[config.mk]
export PLATFORM = sky130hd
export DESIGN_NAME = wb_arbiter2
export DESIGN_NICKNAME = d
export VERILOG_FILES = /design/src/rtl/wb_arbiter2.sv
export SDC_FILE = /design/constraint.sdc
export NUM_CORES = 1
export LEC_CHECK = 0
export BUFFER_PORTS_ARGS = -buffer_cell sky130_fd_sc_hd__buf_4
export CAP_MARGIN = 10
export CELL_PAD_IN_SITES_DETAIL_PLACEMENT = 0
export CELL_PAD_IN_SITES_GLOBAL_PLACEMENT = 2
export CORE_ASPECT_RATIO = 1.25
export CORE_MARGIN = 1.5
export CORE_UTILIZATION = 22
export CTS_CLUSTER_DIAMETER = 120
export DETAILED_ROUTE_END_ITERATION = 10
export HOLD_SLACK_MARGIN = 0.15
export MAX_ROUTING_LAYER = met4
export PLACE_DENSITY = 0.85
export SKIP_LAST_GASP = 1
export SLEW_MARGIN = 20
export SYNTH_ARGS = -nofsm -noshare
export SYNTH_HDL_FRONTEND = slang
export SYNTH_SLANG_ARGS = --single-unit
[constraint.sdc]
create_clock -name i_clk -period 1.8 [get_ports i_clk]
set_clock_uncertainty 0.05 [all_clocks]
set_input_delay 0 -clock i_clk [delete_from_list [all_inputs] [get_ports i_clk]]
set_output_delay 0 -clock i_clk [all_outputs]
set_load 0.01 [all_outputs]
[src/rtl/wb_arbiter2.sv]
// rtl/wb_arbiter2.sv - two-master Wishbone classic arbiter with bus-timeout watchdog
//
// Shares one Wishbone slave bus between master 0 (SPI bridge) and master 1
// (local sequencer). Arbitration is round-robin per bus cycle: the owner
// keeps the bus while its CYC is high. A watchdog aborts a strobe that the
// slave leaves unanswered for TIMEOUT cycles (TIMEOUT = 0 disables it).
//
// Ports:
//   i_clk, i_resetn        clock, asynchronous active-low reset
//   m0_wb_*_i / m0_wb_*_o  master 0 request in, data/ack/err out
//   m1_wb_*_i / m1_wb_*_o  master 1 request in, data/ack/err out
//   s_wb_*_o / s_wb_*_i    slave-side request out, response in
//   o_grant                one-hot owner (bit0 = m0, bit1 = m1), 00 when idle
//   o_timeout              one-cycle pulse when the watchdog aborts a cycle

module wb_arbiter2 #(
  parameter int AW      = 32,
  parameter int DW      = 32,
  parameter int TIMEOUT = 255
) (
  input  logic            i_clk,
  input  logic            i_resetn,

  input  logic [AW-1:0]   m0_wb_adr_i,
  input  logic [DW-1:0]   m0_wb_dat_i,
  input  logic [DW/8-1:0] m0_wb_sel_i,
  input  logic            m0_wb_we_i,
  input  logic            m0_wb_stb_i,
  input  logic            m0_wb_cyc_i,
  output logic [DW-1:0]   m0_wb_dat_o,
  output logic            m0_wb_ack_o,
  output logic            m0_wb_err_o,

  input  logic [AW-1:0]   m1_wb_adr_i,
  input  logic [DW-1:0]   m1_wb_dat_i,
  input  logic [DW/8-1:0] m1_wb_sel_i,
  input  logic            m1_wb_we_i,
  input  logic            m1_wb_stb_i,
  input  logic            m1_wb_cyc_i,
  output logic [DW-1:0]   m1_wb_dat_o,
  output logic            m1_wb_ack_o,
  output logic            m1_wb_err_o,

  output logic [AW-1:0]   s_wb_adr_o,
  output logic [DW-1:0]   s_wb_dat_o,
  output logic [DW/8-1:0] s_wb_sel_o,
  output logic            s_wb_we_o,
  output logic            s_wb_stb_o,
  output logic            s_wb_cyc_o,
  input  logic [DW-1:0]   s_wb_dat_i,
  input  logic            s_wb_ack_i,
  input  logic            s_wb_err_i,

  output logic [1:0]      o_grant,
  output logic            o_timeout
);

  localparam int CW = (TIMEOUT > 0) ? $clog2(TIMEOUT + 1) : 1;
  localparam logic [CW-1:0] LIMIT = (TIMEOUT > 0) ? CW'(TIMEOUT - 1) : '0;

  typedef enum logic [1:0] {
    S_IDLE  = 2'd0,
    S_OWN   = 2'd1,
    S_ABORT = 2'd2
  } state_t;

  state_t            state_q, state_d;
  logic [1:0]        grant_q, grant_d;
  logic              last_q, last_d;       // 1: m1 was served last
  logic [CW-1:0]     cnt_q, cnt_d;
  logic              timeout_q, timeout_d;

  // Hold the last muxed request so idle/abort cycles show stable values.
  logic [AW-1:0]     adr_q;
  logic [DW-1:0]     dat_q;
  logic [DW/8-1:0]   sel_q;
  logic              we_q;

  logic              own;
  logic              owner_cyc, owner_stb, other_cyc;
  logic [AW-1:0]     req_adr;
  logic [DW-1:0]     req_dat;
  logic [DW/8-1:0]   req_sel;
  logic              req_we;
  logic              resp;
  logic              expire;

  assign own       = (state_q == S_OWN);
  assign owner_cyc = grant_q[1] ? m1_wb_cyc_i : m0_wb_cyc_i;
  assign owner_stb = grant_q[1] ? m1_wb_stb_i : m0_wb_stb_i;
  assign other_cyc = grant_q[1] ? m0_wb_cyc_i : m1_wb_cyc_i;

  assign req_adr = grant_q[1] ? m1_wb_adr_i : m0_wb_adr_i;
  assign req_dat = grant_q[1] ? m1_wb_dat_i : m0_wb_dat_i;
  assign req_sel = grant_q[1] ? m1_wb_sel_i : m0_wb_sel_i;
  assign req_we  = grant_q[1] ? m1_wb_we_i  : m0_wb_we_i;

  // Request path: combinational from the grant register.
  assign s_wb_adr_o = own ? req_adr : adr_q;
  assign s_wb_dat_o = own ? req_dat : dat_q;
  assign s_wb_sel_o = own ? req_sel : sel_q;
  assign s_wb_we_o  = own ? req_we  : we_q;
  assign s_wb_cyc_o = own & owner_cyc;
  assign s_wb_stb_o = own & owner_stb;

  // Response path: zero latency, owner only, dropped outside OWN.
  assign m0_wb_dat_o = s_wb_dat_i;
  assign m1_wb_dat_o = s_wb_dat_i;
  assign m0_wb_ack_o = own & grant_q[0] & s_wb_ack_i;
  assign m1_wb_ack_o = own & grant_q[1] & s_wb_ack_i;
  // timeout_q is only set during the first ABORT cycle, where grant_q still
  // names the aborted owner.
  assign m0_wb_err_o = (own & grant_q[0] & s_wb_err_i) | (timeout_q & grant_q[0]);
  assign m1_wb_err_o = (own & grant_q[1] & s_wb_err_i) | (timeout_q & grant_q[1]);

  assign o_grant   = grant_q;
  assign o_timeout = timeout_q;

  assign resp   = s_wb_ack_i | s_wb_err_i;
  assign expire = (TIMEOUT != 0) && s_wb_stb_o && !resp && (cnt_q == LIMIT);

  always_comb begin
    state_d   = state_q;
    grant_d   = grant_q;
    last_d    = last_q;
    cnt_d     = '0;
    timeout_d = 1'b0;
    unique case (state_q)
      S_IDLE: begin
        // On a tie the master not served last wins.
        if (m0_wb_cyc_i && (!m1_wb_cyc_i || last_q)) begin
          state_d = S_OWN;
          grant_d = 2'b01;
          last_d  = 1'b0;
        end else if (m1_wb_cyc_i) begin
          state_d = S_OWN;
          grant_d = 2'b10;
          last_d  = 1'b1;
        end
      end
      S_OWN: begin
        // A CYC drop takes priority over a simultaneous watchdog expiry.
        if (!owner_cyc) begin
          if (other_cyc) begin
            grant_d = {grant_q[0], grant_q[1]};
            last_d  = grant_q[0];
          end else begin
            state_d = S_IDLE;
            grant_d = 2'b00;
          end
        end else if (expire) begin
          state_d   = S_ABORT;
          timeout_d = 1'b1;
        end else if (s_wb_stb_o && !resp) begin
          cnt_d = cnt_q + CW'(1);
        end
      end
      S_ABORT: begin
        if (!owner_cyc) begin
          state_d = S_IDLE;
          grant_d = 2'b00;
        end
      end
      default: begin
        state_d = S_IDLE;
        grant_d = 2'b00;
      end
    endcase
  end

  always_ff @(posedge i_clk or negedge i_resetn) begin
    if (!i_resetn) begin
      state_q   <= S_IDLE;
      grant_q   <= 2'b00;
      last_q    <= 1'b1;
      cnt_q     <= '0;
      timeout_q <= 1'b0;
      adr_q     <= '0;
      dat_q     <= '0;
      sel_q     <= '0;
      we_q      <= 1'b0;
    end else begin
      state_q   <= state_d;
      grant_q   <= grant_d;
      last_q    <= last_d;
      cnt_q     <= cnt_d;
      timeout_q <= timeout_d;
      if (own) begin
        adr_q <= req_adr;
        dat_q <= req_dat;
        sel_q <= req_sel;
        we_q  <= req_we;
      end
    end
  end

endmodule
==> flow_summary_export.csv, run 1 <==
group,metric,value,unit
die,dieWidth,130,microns
yosys,syn-cell-area,0.00446,sq mm
clocking,post_cts_buffers,2,
placement,hpwl,9190,microns
outcome,status,"stopped before the end",
yosys,ys_ff_latch,83,
clocking,cts_max_level,3,
placement,port_buffers,223,
yosys,ys.warnings.count,0,
clocking,ctsHoldBuffers,177,
yosys,synth_fp_nets,628,
yosys,ys_types,40,
die,floorplan.initialDensity,22.3,%
die,die_y,162,microns
yosys,netlist.area_leader.share,46.0,%
yosys,postSynthAreaPerCell,9.95,sq um
clocking,cts_sinks,83,
outcome,haltStage,"4_1_cts",
yosys,synthTopCellsByArea,"dfrtp_1 (46%), mux2i_1 (16%), buf_4 (12%)",
die,io_pins,320,
yosys,yosys.area.top_type,"dfrtp_1",
outcome,tool.error,"[ERROR RSZ-0060] Max buffer count reached.",
yosys,ys_seq_area_share,46.6,%
clocking,clockRootBuffer,"clkbuf_16",
placement,placed_cells,861,
clocking,cts_buffers,9,
placement,gp_congestion,0.717,
yosys,syn_inst,448,
die,rows,58,
clocking,ctsLongestPathBuffers,2,
clocking,ctsResizeCount,6,
-- synth_stat cells --
master / number
or3_1: 1
nand3_2: 1
nand2_1: 74
buf_6: 3
nor3_1: 1
nand4b_1: 1
nor3b_1: 1
nand2b_4: 1
a311oi_1: 1
o21ai_1: 1
clkbuf_1: 5
mux2i_1: 71
xor2_1: 2
nand2b_1: 2
xnor2_1: 2
dfstp_2: 1
nor3_2: 1
and3_1: 3
and4_1: 1
nand3_1: 4
buf_2: 7
nor2_1: 14
mux2i_2: 1
clkbuf_2: 1
mux2_2: 1
o22ai_1: 1
buf_4: 71
a21oi_1: 5
a21boi_0: 1
a21oi_2: 1
o31ai_1: 1
ha_1: 2
o21ai_0: 73
dfrtp_1: 82
nand4_1: 1
nor2b_1: 2
nor2_4: 2
a2bb2oi_2: 1
and2_1: 1
inv_1: 3
-- cell families after synthesis --
logic type | Yosys count | synth area share (%)
AO/OA/AOI/OAI | 85 | 10.1
XOR/XNOR | 4 | 0.786
adder cells (fa/ha/maj) | 2 | 0.561
buffers and inverters | 90 | 14.3
flip-flops | 83 | 46.6
multiplexers | 73 | 16.5
AND/OR/NAND/NOR | 111 | 11.2
-- per-stage QoR --
| stage | hold slack, ps | util (%) | area (sq um) | setup WS [ps] |
|---|---|---|---|---|
| 3_3_place_gp | -49.9 | 29.8 | 5960 | 262 |
| 3_5_place_dp | -49.9 | 29.8 | 5960 | 214 |
| 2_1_floorplan | -346 | - | 4460 | 303 |
==> inputs of run 2 (changes only) <==
==> config.mk (replaced) <==
export PLATFORM = sky130hd
export DESIGN_NAME = wb_arbiter2
export DESIGN_NICKNAME = d
export VERILOG_FILES = /design/src/rtl/wb_arbiter2.sv
export SDC_FILE = /design/constraint.sdc
export NUM_CORES = 1
export LEC_CHECK = 0
export BUFFER_PORTS_ARGS = -buffer_cell sky130_fd_sc_hd__buf_4
export CAP_MARGIN = 10
export CORE_AREA = 2 2 123 125
export DETAILED_ROUTE_END_ITERATION = 10
export DIE_AREA = 0 0 125 127
export PLACE_DENSITY_LB_ADDON = 0.15
export SKIP_LAST_GASP = 1
export SLEW_MARGIN = 20
export SYNTH_ARGS = -nofsm -noshare
export SYNTH_HDL_FRONTEND = slang
export SYNTH_SLANG_ARGS = --single-unit
==> run 2 against run 1 <==
The flow now finishes, with violations (negative hold slack). Synthesized cell count is the same. Area after synthesis is the same.
==> flow_summary_export.csv, run 2 <==
group,metric,value,unit
outcome,status,"complete, but fails checks",
outcome,violations,"negative hold slack",
clocking,worstSkewPairLatency,330,ps
route,drt_iter0_markers,131,
pwr,p_per_area,829,mW/mm^2
yosys,syn_inst,448,
route,detail_route.first_pass.iterations,4,
layout,nets,929,
setup_path,path_buf_inv,2,
global_route,track_usage,16.2,%
timing,fin_crit,1760,ps
setup_path,cp.arrival,1710,ps
die,rows,44,
global_route,grt_overflow,0,
route,wl_met1,5540,microns
yosys,async_reset_ff_share,100,%
die,dieWidth,125,microns
yosys,synth_edf_count,0,
clocking,cts_sinks,83,
setup_path,critical_path_depth,4,
route,top_layer,"met4",
setup_path,reg2reg_from,"o_grant[1]",
yosys,synthTopCellsByCount,"dfrtp_1 (82), nand2_1 (74), o21ai_0 (73)",
run,maxCapViolCount,0,
route,met3_length,933,microns
setup_path,critPathCaptureType,"primary output",
layout,fillerInstances,1263,
layout,diodes,0,
setup_path,reg2reg_slack,190,ps
global_route,grt_max_degree,75,
layout,multiInputGateArea,0.00174,sq mm
layout,fin_util,53.5,%
setup_path,cp_cell_sequence,"buf_16 > mux2i_1 > o21ai_0 > buf_4",
min_path,hold_class,"in2reg",
setup_path,cp-start-kind,"flip-flop",
yosys,synth_fp_nets,628,
layout,layout_commonest_cell,"buf_4",
yosys,ys_types,40,
clocking,clockRootBuffer,"clkbuf_16",
route,vias,4280,
clocking,cts_max_level,3,
yosys,netlist.area_leader.share,46.0,%
die,fp.dieArea,0.0159,sq mm
timing,period_share,97.8,%
timing,hold_viol,10,
pwr,ir_drop,494,uV
clocking,ctsLongestPathBuffers,2,
setup_path,r2r_cells,4,
placement,port_buffers,223,
yosys,syn-cell-area,0.00446,sq mm
min_path,hold_path_end,"adr_q[11]",
clocking,path_clk_slew,60,ps
route,route.detailed.drc,0,
clocking,cts_buffers,9,
yosys,postSynthAreaPerCell,9.95,sq um
layout,seq_area,0.00208,sq mm
placement,hpwl,8260,microns
route,vias_per_cell,4.56,
global_route,antenna_found_initial,0,
timing,rsz0062_at_grt,"yes",
die,fp.coreArea,0.0144,sq mm
route,wirelength,14300,microns
timing,max-slew-margin-rel,63.3,%
layout,final_cell_mix,"buf_4 (225), dlygate4sd3_1 (143), dfrtp_1 (79)",
route,detail-route-antenna-nets,0,
min_path,holdPathStages,3,
layout,drive_gt1_share,34.5,%
yosys,yosysMostFrequentCell,"dfrtp_1",
global_route,grt_first_pass_wirelength,21000,microns
die,io_pins,320,
timing,holdWs,-40.4,ps
route,wl_met2,7440,microns
yosys,yosys.area.top_type,"dfrtp_1",
layout,reg_top3,"adr_q (32), dat_q (32), cnt_q (8)",
placement,gp_congestion,0.800,
yosys,synth-main-ff-cell,"dfrtp_1",
timing,tightestPinTransition,550,ps
setup_path,rr_endpoint,"o_grant[1]",
setup_path,crit_slowest_cell,"dfrtp_4",
global_route,grt_pass1_vias,4404,
pwr,total_leakage_power,3.48,nW
timing,timing.fmax,0.568,GHz
timing,setup_violations,0,
yosys,ys_ff_latch,83,
setup_path,required,1750,ps
timing,fin_tns_setup,0,ps
route,wl_per_cell,15.2,microns
yosys,synthTopCellsByArea,"dfrtp_1 (46%), mux2i_1 (16%), buf_4 (12%)",
yosys,ys.warnings.count,0,
setup_path,crit_family,"flip-flops",
die,floorplan.initialDensity,30.9,%
setup_path,worstSetupPathType,"reg2out",
setup_path,slowest_delay,590,ps
clocking,tritoncts,"yes",
yosys,ys_seq_area_share,46.6,%
timing,maxSlewViolCount,0,
min_path,min_from,"m1_wb_adr_i[11]",
die,die_y,127,microns
setup_path,crit_fanout,17,
layout,syn_to_final_growth,72.9,%
==> run 2: cell counts after synthesis <==
Identical to the previous run, type by type.
==> run 2: worst max path at each step <==
stage | from | slack [ps] | to
6_report | o_grant[1] | 40 | s_wb_dat_o[18]
3_5_place_dp | cnt_q[0] | 290 | cnt_q[2]
3_3_place_gp | o_grant[1] | 330 | o_grant[0]
2_1_floorplan | o_grant[1] | 300 | adr_q[23]
5_1_grt | state_q[1] | -60 | s_wb_dat_o[9]
4_1_cts | state_q[1] | -30 | s_wb_adr_o[8]
==> run 2: repair_timing <==
action	4_1_cts	5_1_grt
setup buffers	0	2
gates resized for setup	1	42
endpoints found under the hold margin	156	11
endpoints found under the setup margin	11	69
cloned	0	4
hold buffers	125	18
==> run 2: power by group <==
| group | internal, mW | switching (mW) |
|---|---|---|
| registers | 2.15 | 0.109 |
| logic | 1.19 | 1.00 |
| clock network | 1.22 | 0.722 |
| total | 4.56 | 1.83 |
==> run 2: layer usage <==
metal  up-vias  global-route usage [%]
li1       2074                       -
met1      1990                    18.5
met3        27                    3.98
met5         -                       0
met2       189                    29.1
met4         0                    6.34
==> run 2: through the flow <==
step | hold WS, ps | area (sq um) | worst slack (ps) | std cells | power, mW
finish | -40.4 | 7710 | 40.3 | 938 | 6.39
CTS | 0.491 | 7410 | -31.4 | 914 | 6.29
detailed placement | -49.9 | 5840 | 294 | 773 | 4.04
floorplan | -346 | 4460 | 303 | 448 | 3.28
global route | -0.776 | 7710 | -61.0 | 938 | 6.75
global placement | -49.9 | 5840 | 329 | 773 | 4.01
==> run 2: kinds of logic (layout without fill, tap and decap cells) <==
family / count (synthesis) / in the layout / share of synthesized area (%)
flip-flops: 83 / 83 / 46.6
multiplexers: 73 / 73 / 16.5
AND/OR/NAND/NOR: 111 / 111 / 11.2
XOR/XNOR: 4 / 4 / 0.786
buffers and inverters: 90 / 396 / 14.3
AO/OA/AOI/OAI: 85 / 85 / 10.1
adder cells (fa/ha/maj): 2 / 2 / 0.561
==> run 2: area by class of cell <==
| type | instances | share of cell area (%) |
|---|---|---|
| clock buffer | 12 | 3.07 |
| clock inverter | 4 | 0.974 |
| inverter | 3 | 0.146 |
| multi-input combinational | 275 | 22.6 |
| sequential | 83 | 27.0 |
| tap | 184 | 2.99 |
| timing repair buffer | 377 | 43.2 |
==> run 2: worst reg2reg max path, cell delays in order (launching register included) <==
cell and delay (ps):
dfrtp_4 580, mux2i_2 450, a2bb2oi_2 250, o21ai_1 120, o21ai_0 80
(Power assumes the default switching activity.)
==> inputs of run 3 (changes only) <==
--- a/config.mk
+++ b/config.mk
@@ -7,9 +7,9 @@
 export LEC_CHECK = 0
 export BUFFER_PORTS_ARGS = -buffer_cell sky130_fd_sc_hd__buf_4
 export CAP_MARGIN = 10
-export CORE_AREA = 2 2 123 125
+export CORE_MARGIN = 1.5
+export CORE_UTILIZATION = 25
 export DETAILED_ROUTE_END_ITERATION = 10
-export DIE_AREA = 0 0 125 127
 export PLACE_DENSITY_LB_ADDON = 0.15
 export SKIP_LAST_GASP = 1
 export SLEW_MARGIN = 20
==> run 3 against run 2 <==
Fmax down 1.3%. Critical path depth unchanged. Sequential power about the same. Highest routed layer unchanged. Non-clock buffer count down 25. The run still ends with negative hold slack left. Critical path type unchanged. Sequential cell count unchanged. Register-to-register slack better by 60 ps.
==> flow_summary_export.csv, run 3 (synthesis gave the netlist of run 2 again) <==
group,metric,value,unit
timing,maxSlewViolCount,0,
route,drt_iter0_markers,128,
timing,max-slew-margin-rel,71.8,%
layout,final_cell_mix,"buf_4 (224), dlygate4sd3_1 (122), dfrtp_1 (80)",
layout,multiInputGateArea,0.00174,sq mm
layout,seq_area,0.00208,sq mm
clocking,path_clk_slew,60,ps
timing,period_share,99.0,%
die,floorplan.initialDensity,25.7,%
die,dieWidth,137,microns
timing,tightestPinTransition,414,ps
clocking,cts_max_level,3,
min_path,min_from,"m1_wb_dat_i[21]",
route,vias_per_cell,4.34,
min_path,hold_class,"in2reg",
layout,drive_gt1_share,35.4,%
setup_path,cp-start-kind,"flip-flop",
layout,nets,904,
layout,diodes,0,
clocking,cts_sinks,83,
setup_path,crit_fanout,35,
setup_path,reg2reg_from,"o_grant[1]",
die,io_pins,320,
outcome,status,"complete, but fails checks",
global_route,grt_overflow,0,
placement,hpwl,8560,microns
placement,gp_congestion,0.717,
timing,layout_setup_ws,17.2,ps
setup_path,cp.arrival,1730,ps
global_route,grt_first_pass_wirelength,18900,microns
timing,holdWs,-31.0,ps
die,die_y,137,microns
outcome,violations,"negative hold slack",
setup_path,critPathCaptureType,"primary output",
layout,fin_util,43.1,%
placement,dp_slack,309,ps
timing,setup_violations,0,
setup_path,r2r_cells,4,
layout,layout_commonest_cell,"buf_4",
pwr,total_leakage_power,3.38,nW
clocking,tritoncts,"yes",
global_route,grt_pass1_vias,4107,
layout,reg_top3,"adr_q (32), dat_q (32), cnt_q (8)",
timing,fin_crit,1780,ps
pwr,p_per_area,845,mW/mm^2
run,maxCapViolCount,0,
setup_path,reg2reg_slack,250,ps
clocking,worstSkewPairLatency,330,ps
die,fp.coreArea,0.0174,sq mm
min_path,hold_path_end,"dat_q[21]",
clocking,ctsLongestPathBuffers,2,
route,route.detailed.drc,0,
setup_path,worstSetupPathType,"reg2out",
setup_path,rr_endpoint,"o_grant[0]",
layout,syn_to_final_growth,67.8,%
route,detail_route.first_pass.iterations,4,
layout,fillerInstances,1657,
route,wirelength,12900,microns
timing,rsz0062_at_grt,"yes",
placement,port_buffers,223,
min_path,holdPathStages,3,
setup_path,startpoint,"o_grant[1]",
clocking,cts_buffers,9,
global_route,track_usage,12.9,%
route,detail-route-antenna-nets,0,
die,rows,48,
timing,timing.fmax,0.561,GHz
setup_path,required,1750,ps
timing,hold_viol,7,
pwr,ir_drop,473,uV
clocking,clockRootBuffer,"clkbuf_16",
die,fp.dieArea,0.0186,sq mm
route,wl_per_cell,13.5,microns
clocking,post_cts_buffers,0,
global_route,antenna_found_initial,0,
route,vias,4136,
global_route,grt_max_degree,74,
-- run 3: critical path, cell delays in order (launching register included) --
cell and delay [ps]:
dfrtp_4 560, buf_12 200, mux2i_1 160, o21ai_0 250
buf_4 180
-- run 3: report_power, final --
group | internal, mW | total (mW) | switching [mW]
clock | 1.28 | 2.01 | 0.722
sequential | 2.15 | 2.25 | 0.0984
combinational | 1.11 | 2.07 | 0.956
-- run 3: cell type report --
class                           count  area share, %
Clock buffer                       11           3.38
Clock inverter                      5           1.00
Inverter                            3          0.150
Multi-Input combinational cell    275           23.3
Sequential cell                    83           27.8
Tap cell                          225           3.76
Timing Repair Buffer              352           40.6
-- run 3: metrics by stage --
| step | instance area, sq um | power, mW | hold slack [ps] | instances | setup TNS, ps |
|---|---|---|---|---|---|
| floorplan | 4460 | 3.28 | -346 | 448 | 0 |
| global placement | 5900 | 4.04 | -119 | 815 | 0 |
| detailed placement | 5900 | 4.05 | -123 | 815 | 0 |
| CTS | 7310 | 6.37 | 0.0327 | 939 | 0 |
| global route | 7480 | 6.70 | 3.04 | 954 | -929 |
| finish | 7480 | 6.32 | -31.0 | 954 | 0 |
-- run 3: repair_timing --
action | in CTS | in global routing
endpoints found under the setup margin | 0 | 69
hold buffers | 108 | 14
hold endpoints to repair | 191 | 7
resized for setup | 0 | 26
-- run 3: worst max-delay path by stage --
stage / end / cells past startpoint
2_1_floorplan: adr_q[23] / 4
3_3_place_gp: last_q / 4
3_5_place_dp: o_grant[0] / 4
4_1_cts: s_wb_adr_o[3] / 4
5_1_grt: s_wb_dat_o[3] / 4
6_report: s_wb_dat_o[17] / 4
-- run 3: routing by layer --
layer | vias up | share of wire [%] | global-route usage (%)
li1 | 2013 | - | -
met1 | 1936 | 36 | 13.2
met2 | 174 | 56 | 25.0
met3 | 13 | 7.3 | 3.78
met4 | 0 | 0.99 | 3.84
met5 | - | 0 | 0
